[src/rtl/gmii_rx_frame_check.sv]
// GMII receive frame checker: strips preamble/SFD, forwards frame bytes without the FCS,
// and issues a per-frame CRC/length/PHY verdict with good/bad frame counters.
module gmii_rx_frame_check #(
  parameter int MIN_FRAME = 64,
  parameter int MAX_FRAME = 1518
) (
  input  logic        e_rxc,
  input  logic        reset_n,
  input  logic        e_rxdv,
  input  logic        e_rxer,
  input  logic [7:0]  e_rxd,
  output logic [7:0]  out_data,
  output logic        out_valid,
  output logic        out_sof,
  output logic        out_eof,
  output logic        frame_done,
  output logic        frame_ok,
  output logic        err_crc,
  output logic        err_len,
  output logic        err_phy,
  output logic [10:0] frame_len,
  output logic [15:0] good_cnt,
  output logic [15:0] bad_cnt
);

  typedef enum logic [2:0] {
    S_WAIT_IDLE,
    S_IDLE,
    S_PREAMBLE,
    S_DATA,
    S_END,
    S_DROP
  } state_t;

  localparam logic [7:0]  PRE_BYTE    = 8'h55;
  localparam logic [7:0]  SFD_BYTE    = 8'hD5;
  localparam logic [31:0] CRC_POLY    = 32'hEDB88320;
  localparam logic [31:0] CRC_INIT    = 32'hFFFFFFFF;
  localparam logic [31:0] CRC_RESIDUE = 32'hDEBB20E3;
  localparam logic [2:0]  PRE_CNT_MAX = 3'd7;
  localparam logic [10:0] LEN_SAT     = 11'h7FF;
  localparam logic [10:0] FCS_BYTES   = 11'd4;
  localparam logic [10:0] MIN_LEN     = 11'(MIN_FRAME);
  localparam logic [10:0] MAX_LEN     = 11'(MAX_FRAME);

  // Reflected CRC-32, one byte, LSB first.
  function automatic logic [31:0] crc32_byte(input logic [31:0] crc, input logic [7:0] data);
    logic [31:0] c;
    c = crc ^ {24'h0, data};
    for (int i = 0; i < 8; i++) begin
      c = c[0] ? ((c >> 1) ^ CRC_POLY) : (c >> 1);
    end
    return c;
  endfunction

  state_t            r_state;
  state_t            w_state_nxt;
  logic [2:0]        r_pre_cnt;
  logic [31:0]       r_crc;
  logic [10:0]       r_len;
  logic              r_phy;
  logic [3:0][7:0]   r_dly;

  logic [7:0]        r_out_data;
  logic              r_out_valid;
  logic              r_out_sof;
  logic              r_out_eof;
  logic              r_frame_done;
  logic              r_frame_ok;
  logic              r_err_crc;
  logic              r_err_len;
  logic              r_err_phy;
  logic [10:0]       r_frame_len;
  logic [15:0]       r_good_cnt;
  logic [15:0]       r_bad_cnt;

  logic              w_rx_clean;
  logic              w_pre_start;
  logic              w_pre_inc;
  logic              w_sfd;
  logic              w_data_byte;
  logic              w_end;
  logic              w_fwd;
  logic              w_sof;
  logic              w_err_crc;
  logic              w_err_len;
  logic              w_err_phy;
  logic              w_ok;
  logic [31:0]       w_crc_nxt;

  assign w_rx_clean = e_rxdv && !e_rxer;

  // NOTE: sequential state uses non-blocking assignments so every register samples
  // pre-edge values and simulation matches the synthesized flops.
  always_ff @(posedge e_rxc or negedge reset_n) begin
    if (!reset_n) begin
      r_state <= S_WAIT_IDLE;
    end else begin
      r_state <= w_state_nxt;
    end
  end

  // NOTE: every combinational output gets a default first so no path infers a latch.
  always_comb begin
    w_state_nxt = r_state;
    case (r_state)
      S_WAIT_IDLE: begin
        if (!e_rxdv) w_state_nxt = S_IDLE;
      end
      // END behaves as IDLE for the incoming byte so a one-cycle inter-frame gap works.
      S_IDLE, S_END: begin
        w_state_nxt = S_IDLE;
        if (e_rxdv) begin
          w_state_nxt = (w_rx_clean && e_rxd == PRE_BYTE) ? S_PREAMBLE : S_DROP;
        end
      end
      S_PREAMBLE: begin
        if (!e_rxdv) begin
          w_state_nxt = S_IDLE;
        end else if (e_rxer) begin
          w_state_nxt = S_DROP;
        end else if (e_rxd == SFD_BYTE) begin
          w_state_nxt = S_DATA;
        end else if (e_rxd == PRE_BYTE && r_pre_cnt != PRE_CNT_MAX) begin
          w_state_nxt = S_PREAMBLE;
        end else begin
          w_state_nxt = S_DROP;
        end
      end
      S_DATA: begin
        if (!e_rxdv) w_state_nxt = S_END;
      end
      S_DROP: begin
        if (!e_rxdv) w_state_nxt = S_IDLE;
      end
      default: w_state_nxt = S_WAIT_IDLE;
    endcase
  end

  always_comb begin
    w_pre_start = 1'b0;
    w_pre_inc   = 1'b0;
    w_sfd       = 1'b0;
    w_data_byte = 1'b0;
    w_end       = 1'b0;
    case (r_state)
      S_IDLE, S_END: begin
        w_pre_start = w_rx_clean && (e_rxd == PRE_BYTE);
      end
      S_PREAMBLE: begin
        w_sfd     = w_rx_clean && (e_rxd == SFD_BYTE);
        w_pre_inc = w_rx_clean && (e_rxd == PRE_BYTE) && (r_pre_cnt != PRE_CNT_MAX);
      end
      S_DATA: begin
        w_data_byte = e_rxdv;
        w_end       = !e_rxdv;
      end
      default: ;
    endcase
  end

  // Byte k leaves the delay line when byte k+4 arrives, so the FCS is never forwarded.
  assign w_fwd     = w_data_byte && (r_len >= FCS_BYTES);
  assign w_sof     = w_data_byte && (r_len == FCS_BYTES);
  assign w_crc_nxt = crc32_byte(r_crc, e_rxd);

  assign w_err_crc = (r_crc != CRC_RESIDUE);
  assign w_err_len = (r_len < MIN_LEN) || (r_len > MAX_LEN);
  assign w_err_phy = r_phy;
  assign w_ok      = !(w_err_crc || w_err_len || w_err_phy);

  // NOTE: the delay line is reset along with the datapath; it is four flops, not a RAM,
  // so clearing it is cheap and keeps out_data deterministic after reset.
  always_ff @(posedge e_rxc or negedge reset_n) begin
    if (!reset_n) begin
      r_pre_cnt <= '0;
      r_crc     <= '0;
      r_len     <= '0;
      r_phy     <= 1'b0;
      r_dly     <= '0;
    end else begin
      if (w_pre_start) begin
        r_pre_cnt <= 3'd1;
      end else if (w_pre_inc) begin
        r_pre_cnt <= r_pre_cnt + 3'd1;
      end
      if (w_sfd) begin
        r_crc <= CRC_INIT;
        r_len <= '0;
        r_phy <= 1'b0;
      end else if (w_data_byte) begin
        r_crc <= w_crc_nxt;
        r_dly <= {r_dly[2:0], e_rxd};
        if (r_len != LEN_SAT) r_len <= r_len + 11'd1;
        if (e_rxer) r_phy <= 1'b1;
      end
    end
  end

  always_ff @(posedge e_rxc or negedge reset_n) begin
    if (!reset_n) begin
      r_out_data   <= '0;
      r_out_valid  <= 1'b0;
      r_out_sof    <= 1'b0;
      r_out_eof    <= 1'b0;
      r_frame_done <= 1'b0;
      r_err_crc    <= 1'b0;
      r_err_len    <= 1'b0;
      r_err_phy    <= 1'b0;
      r_frame_ok   <= 1'b0;
      r_frame_len  <= '0;
      r_good_cnt   <= '0;
      r_bad_cnt    <= '0;
    end else begin
      r_out_valid  <= w_fwd;
      r_out_sof    <= w_sof;
      r_out_eof    <= w_end;
      r_frame_done <= w_end;
      r_err_crc    <= w_end && w_err_crc;
      r_err_len    <= w_end && w_err_len;
      r_err_phy    <= w_end && w_err_phy;
      if (w_fwd) r_out_data <= r_dly[3];
      if (w_end) begin
        r_frame_ok  <= w_ok;
        r_frame_len <= r_len;
        if (w_ok) begin
          r_good_cnt <= r_good_cnt + 16'd1;
        end else begin
          r_bad_cnt <= r_bad_cnt + 16'd1;
        end
      end
    end
  end

  assign out_data   = r_out_data;
  assign out_valid  = r_out_valid;
  assign out_sof    = r_out_sof;
  assign out_eof    = r_out_eof;
  assign frame_done = r_frame_done;
  assign frame_ok   = r_frame_ok;
  assign err_crc    = r_err_crc;
  assign err_len    = r_err_len;
  assign err_phy    = r_err_phy;
  assign frame_len  = r_frame_len;
  assign good_cnt   = r_good_cnt;
  assign bad_cnt    = r_bad_cnt;

endmodule

[config.mk]
export PLATFORM = sky130hd
export DESIGN_NAME = gmii_rx_frame_check
export DESIGN_NICKNAME = d
export VERILOG_FILES = /design/src/rtl/gmii_rx_frame_check.sv
export SDC_FILE = /design/constraint.sdc
export NUM_CORES = 1
export LEC_CHECK = 0
export CAP_MARGIN = 5
export CORE_MARGIN = 2
export CORE_UTILIZATION = 50
export DETAILED_ROUTE_END_ITERATION = 10
export GPL_TIMING_DRIVEN = 0
export MAX_ROUTING_LAYER = met4
export PLACE_DENSITY = 0.74
export SKIP_CTS_REPAIR_TIMING = 1
export SYNTH_ARGS = -nofsm -noshare
export SYNTH_HDL_FRONTEND = slang
export SYNTH_SLANG_ARGS = --single-unit
[constraint.sdc]
create_clock -name e_rxc -period 2.5 [get_ports e_rxc]
set_clock_uncertainty 0.05 [all_clocks]
set_input_delay 0.75 -clock e_rxc [delete_from_list [all_inputs] [get_ports e_rxc]]
set_output_delay 0.75 -clock e_rxc [all_outputs]
set_load 0.02 [all_outputs]
==> results of run 1 <==
-- worst max-delay path: stages --
cell and delay [ns]:
clkdlybuf4s50_1 0.55, and4b_1 0.40, and2_1 0.22, nand3b_1 0.19, maj3_1 0.39, a22o_1 0.18
-- flip-flops by register name, summed over array words and instances (netlist names), 3 cells and up --
| signal | count |
|---|---|
| out_data | 8 |
| r_pre_cnt | 3 |
| r_state | 3 |
| r_crc | 32 |
| r_len | 11 |
| good_cnt | 16 |
| frame_len | 11 |
| bad_cnt | 16 |
| r_dly | 32 |
-- cells in the final DEF (no fill, tap or decap), types with 6 or more instances in the layout --
cell	netlist	layout
and3_1	9	8
o22a_1	12	12
ha_1	6	6
clkbuf_1	19	15
nor3_1	10	10
clkbuf_16	0	17
nor4_1	8	8
clkdlybuf4s50_1	0	65
mux2_2	10	10
nand4_1	16	16
buf_4	5	27
xnor2_4	1	7
xor2_1	29	29
nand3_1	20	20
clkbuf_2	0	6
inv_1	10	10
a21oi_1	27	27
dfrtp_1	140	140
nand2_1	137	136
nor2_1	34	33
xnor2_1	65	62
-- worst max path at each step --
stage                                         end  depth (start not counted)      from  slack [ns]
after floorplan           good_cnt[9]$_DFFE_PN0P_                          8    e_rxdv        0.16
after global placement     r_state[0]$_DFFE_PN0P_                          1   reset_n       -4.69
after detailed placement     r_crc[2]$_DFFE_PN0P_                          7  e_rxd[3]       -1.03
after CTS                    r_crc[2]$_DFFE_PN0P_                          7  e_rxd[3]       -0.60
after global routing       r_state[2]$_DFFE_PN0P_                          6  e_rxd[4]       -0.01
final                      r_state[2]$_DFFE_PN0P_                          6  e_rxd[5]        0.07
-- per-layer routing --
layer,routed length [um],part of all wire,vias to the layer above,global-route usage
met4,301,0.019,0,0.0850
li1,-,-,2437,-
met5,0,0,-,-
met2,7780,0.50,133,0.362
met1,6860,0.44,2565,0.301
met3,690,0.044,25,0.0451
-- power groups by stage --
stage | registers [mW] | logic, mW | clock network [mW]
floorplan | 2.33 | 0.219 | 0
finish | 2.29 | 0.391 | 2.30
global route | 2.29 | 0.425 | 2.43
global placement | 2.33 | 0.326 | 0
detailed placement | 2.33 | 0.339 | 0
CTS | 2.29 | 0.341 | 2.33
-- through the flow --
| step | setup slack [ns] | total power [mW] | area (um2) | setup TNS, ns | utilization |
|---|---|---|---|---|---|
| finish | 0.0707 | 4.98 | 8720 | 0 | 0.656 |
| global route | -0.0126 | 5.15 | 8720 | -0.0227 | 0.656 |
| detailed placement | -1.03 | 2.67 | 7790 | -73.12 | 0.586 |
| CTS | -0.595 | 4.96 | 8320 | -23.03 | 0.626 |
| global placement | -4.69 | 2.65 | 7760 | -725.60 | 0.584 |
| floorplan | 0.155 | 2.54 | 6840 | 0 | - |
-- area by class of cell --
cell class	instances	area (um2)
timing repair buffer	95	932
clock inverter	8	71.3
inverter	10	37.5
buffer	31	168
tap	176	220
clock buffer	21	460
multi-input combinational	463	3330
sequential	140	3500
fill	1006	4580
-- cells by family after synthesis --
group	Yosys count	synth area share
simple gates	264	0.186
flops	140	0.512
xor+xnor	108	0.160
compound gates	70	0.0774
buf+inv	42	0.0287
mux	14	0.0231
fa+ha+maj	7	0.0124
==> key figures, run 1 <==
Route
  – Routed length per instance: roughly 17 um
  – Vias: 5,160
  – Detailed Route WL: 15.6 mm
  – Residual DRC count: 0
  – Via-per-instance ratio: 5.47
  – Total iterations of the first detailed-routing run: 5
  – ANT nets after route: 0
  – Number of DRC markers in iteration 0: between 400 and 500

Clock tree
  – CTS Sinks: 140
  – Clk_lat worst skew: about 0.42 ns
  – Clock transition at path regs: around 0.050 ns
  – CTS buffer count: 17
  – H-Tree Depth: 4
  – Clk buf depth: 2
  – Clock Root Buffer: clkbuf_16
  – TritonCTS clock tree: done

Synthesis
  – Async set or reset register ratio after synthesis: 1.00
  – Most common cell in the netlist: dfrtp_1
  – Mapped Cells: approximately 650
  – Mapped Avg Cell Area: 10.6 um2
  – Area contributors post-synth: dfrtp_1 51%, xnor2_1 8.3%, nand2_1 7.5%, xor2_1 3.7%, a21oi_1 2.0%
  – Number of synthesized register bits: 140
  – Synthesized area: around 0.007 mm2
  – Largest area contributor in the netlist: dfrtp_1
  – Post-synth EDFFs: 0
  – Ys Warns: 0
  – Yosys cell types: 60
  – Seq/Total Area, Yosys: 0.512
  – Post-synth top cells: 140 x dfrtp_1, 137 x nand2_1, 65 x xnor2_1, 34 x nor2_1, 29 x xor2_1
  – Synth Flop Type: dfrtp_1
  – Top cell type's share of synthesized area: 0.512
  – Synthesized net count: around 660

Layout
  – Area growth syn-to-layout: 27.5%
  – Ratio of cells with drive above 1 in the final layout: 0.161
  – Final Instance Count excl. Fillers: roughly 940
  – Ant diodes: 0
  – Nets@finish: roughly 780

Timing
  – Shortest period the worst path allows: ~2.4 ns
  – Tightest Pin Transition: about 0.58 ns
  – Worst Hold Margin: about 0.18 ns
  – Final Max Slew Viols: 0
  – Fmax: approximately 410 MHz
  – Slew headroom: 0.609
  – Final Hold Vio Count: 0
  – # setup viols final: 0
  – Final Cycle Share: 0.972

Flow run
  – Max_cap viols: 0

Die
  – Die Height: 121 um
  – Die W: about 120 um
  – Die area: 0.0146 mm2
  – Core ar.: around 0.013 mm2
  – Starting density of the core: 0.514
  – Num ports: around 70
  – # rows: 42

Power
  – Switching power: 1.13 mW
  – Pwr Density: approximately 570 mW/mm2
  – Sequential fraction of design power: 0.459
  – Peak supply drop: around 0.43 mV
  – Clk pwr share: 0.462
  – Internal power: 3.86 mW
  – Comb pwr share: 0.078
  – Sw Ratio: 0.226
  – Leak: 4.13 nW

Place
  – HPWL Detailed: roughly 11 mm
  – Dpl cells: around 890
  – Buffers on Ports: 70
  – GPL Wtd Cong: 0.910

Setup path
  – Critical path class: in -> reg
  – CP max FO: 5
  – Critical path arrival: 2.68 ns
  – Reg-to-reg startpoint: r_crc[18]$_DFFE_PN0P_
  – CP startpoint kind: input port
  – Worst R2R Path Depth: 6
  – Reg2Reg Setup Slack: 0.11 ns
  – CP Capture Type: flip-flop
  – WP data required: 2.75 ns
  – Capture point of the worst reg-to-reg path: good_cnt[1]$_DFFE_PN0P_

Worst hold path
  – Type of the worst min-delay path: in -> async

GRT
  – Initial antenna violation count: 0
  – Pin count of the biggest net entering global routing: approximately 100
  – Vias in the first global route: 4,944
  – Overflow after GRT: 0
  – Gr usage total: 0.231
  – Global-route wire length before repair: 25.6 mm

Outcome
  – Outcome: complete, no violations
(Power assumes the default switching activity.)
==> run 2, diff against run 1 <==
--- a/config.mk
+++ b/config.mk
@@ -8,11 +8,14 @@
 export CAP_MARGIN = 5
 export CORE_MARGIN = 2
 export CORE_UTILIZATION = 50
+export CTS_BUF_LIST = sky130_fd_sc_hd__clkbuf_16
 export DETAILED_ROUTE_END_ITERATION = 10
 export GPL_TIMING_DRIVEN = 0
 export MAX_ROUTING_LAYER = met4
 export PLACE_DENSITY = 0.74
 export SKIP_CTS_REPAIR_TIMING = 1
+export SKIP_LAST_GASP = 1
+export SLEW_MARGIN = 10
 export SYNTH_ARGS = -nofsm -noshare
 export SYNTH_HDL_FRONTEND = slang
 export SYNTH_SLANG_ARGS = --single-unit
==> key figures, run 2 (same netlist as run 1, synthesis figures left out) <==
Outcome
  – Outcome: complete, no violations

Layout
  – Commonest non-fill, non-tap cells in the layout: 140 x dfrtp_1, 136 x nand2_1, 65 x clkdlybuf4s50_1, 62 x xnor2_1, 33 x nor2_1
  – Ant diodes: 0
  – Area growth syn-to-layout: 27.6%
  – Nets@finish: around 770
  – FILL cells: 999
  – Most common cell after layout, fill and taps aside: dfrtp_1
  – Ratio of cells with drive above 1 in the final layout: 0.152
  – Top Registers: r_crc x32, r_dly x32
  – Final Instance Count excl. Fillers: between 900 and 1,000

Route
  – Vias: 5,196
  – Via-per-instance ratio: ~5.5
  – Routed length per instance: around 17 um
  – Number of DRC markers in iteration 0: ~480
  – Total iterations of the first detailed-routing run: 5
  – Residual DRC count: 0
  – ANT nets after route: 0
  – Detailed Route WL: about 16 mm

Flow run
  – Max_cap viols: 0

GRT
  – Pin count of the biggest net entering global routing: 95
  – Gr usage total: 0.229
  – Overflow after GRT: 0
  – Global-route wire length before repair: roughly 25 mm
  – Initial antenna violation count: 0
  – Vias in the first global route: 4,876

Timing
  – Final Max Slew Viols: 0
  – Shortest period the worst path allows: 2.46 ns
  – Worst Hold Margin: between 0.2 and 0.25 ns
  – Final Hold Vio Count: 0
  – Tightest Pin Transition: ~0.58 ns
  – # setup viols final: 0
  – Final Cycle Share: 0.984
  – Fmax: ~400 MHz
  – Slew headroom: 0.614

Die
  – # rows: 42
  – Starting density of the core: 0.514
  – Die Height: between 100 and 150 um
  – Die W: 121 um
  – Die area: about 0.015 mm2
  – Num ports: 71
  – Core ar.: approximately 0.013 mm2

Power
  – Sequential fraction of design power: 0.443
  – Leak: approximately 4.1 nW
  – Peak supply drop: between 0.3 and 0.4 mV
  – Internal power: around 4 mW
  – Sw Ratio: 0.225
  – Clk pwr share: 0.483
  – Switching power: between 1 and 1.5 mW
  – Overall Power: 5.16 mW
  – Pwr Density: 592 mW/mm2
  – Comb pwr share: 0.074

Worst hold path
  – Type of the worst min-delay path: in -> async

Setup path
  – WP data required: about 2.8 ns
  – Reg-to-reg startpoint: r_crc[18]$_DFFE_PN0P_
  – Worst R2R Path Depth: 6
  – CP Capture Type: flip-flop
  – CP max FO: 5
  – Critical path class: in -> reg
  – Capture point of the worst reg-to-reg path: good_cnt[1]$_DFFE_PN0P_
  – Reg2Reg Setup Slack: approximately 0.10 ns
  – Critical path arrival: roughly 2.7 ns
  – CP startpoint kind: input port

Place
  – GPL Wtd Cong: 0.910
  – Dpl cells: just under 900
  – HPWL Detailed: between 10 and 15 mm
  – Buffers on Ports: 70

Clock tree
  – CTS Sinks: 140
  – Clock Root Buffer: clkbuf_16
  – H-Tree Depth: 4
  – Clk buf depth: 2
  – Clk_lat worst skew: about 0.42 ns
  – Clock transition at path regs: ~0.06 ns
  – TritonCTS clock tree: done
  – CTS buffer count: 17
==> run 2: cell count changes in the layout (fill, tap and decap cells not counted), sizes merged <==
cell | before | now
buf | 38 | 30
clkinv | 6 | 8
clkbuf | 40 | 37
clkinvlp | 1 | 2
inv | 10 | 12
bufinv | 1 | 3
==> run 2: worst max-delay path by stage <==
stage / startpoint / end / slack, ns / depth (start not counted)
after floorplan: e_rxdv / good_cnt[9]$_DFFE_PN0P_ / 0.16 / 8
after global placement: reset_n / r_state[0]$_DFFE_PN0P_ / -4.69 / 1
after detailed placement: e_rxd[3] / r_crc[2]$_DFFE_PN0P_ / -1.02 / 7
after CTS: e_rxd[3] / r_crc[2]$_DFFE_PN0P_ / -0.58 / 7
after global routing: e_rxd[5] / r_crc[21]$_DFFE_PN0P_ / -0.002 / 6
final: e_rxd[0] / r_state[2]$_DFFE_PN0P_ / 0.04 / 6
==> run 2: area by class of cell <==
class / count / area, um2 / area share
Sequential cell: 140 / 3500 / 0.402
Multi-Input combinational cell: 463 / 3320 / 0.381
Timing Repair Buffer: 88 / 892 / 0.102
Clock buffer: 17 / 425 / 0.0488
Tap cell: 176 / 220 / 0.0252
Buffer: 31 / 168 / 0.0192
Clock inverter: 15 / 155 / 0.0178
Inverter: 10 / 37.5 / 0.00430
==> run 2: per-stage QoR <==
| step | setup slack (ns) | setup TNS [ns] | utilization | cell area (um2) |
|---|---|---|---|---|
| floorplan | 0.155 | 0 | - | 6840 |
| CTS | -0.581 | -22.50 | 0.629 | 8370 |
| finish | 0.0398 | 0 | 0.656 | 8720 |
| global route | -0.00186 | -0.00186 | 0.656 | 8720 |
| detailed placement | -1.02 | -74.42 | 0.586 | 7790 |
| global placement | -4.69 | -725.60 | 0.584 | 7760 |
==> run 2: critical path, cell delays in order <==
cell	delay [ns]
clkdlybuf4s50_1	0.57
nor4b_4	0.37
and2_1	0.25
nand3b_1	0.19
maj3_1	0.39
a22o_1	0.18
==> run 2: metal layers <==
layer  up-vias  global-route usage  wire (um)  part of all wire
li1       2424                   -          -                 -
met5         -                   -          0                 0
met3        27              0.0475        791             0.050
met1      2588               0.297       6940              0.44
met4         0              0.0901        368             0.023
met2       157               0.355       7820              0.49
==> run 2: power groups by stage <==
stage | logic (mW) | registers [mW] | clock network, mW
2_1_floorplan | 0.219 | 2.33 | 0
3_3_place_gp | 0.326 | 2.33 | 0
3_5_place_dp | 0.339 | 2.33 | 0
4_1_cts | 0.341 | 2.29 | 2.52
5_1_grt | 0.414 | 2.29 | 2.63
6_report | 0.383 | 2.29 | 2.49
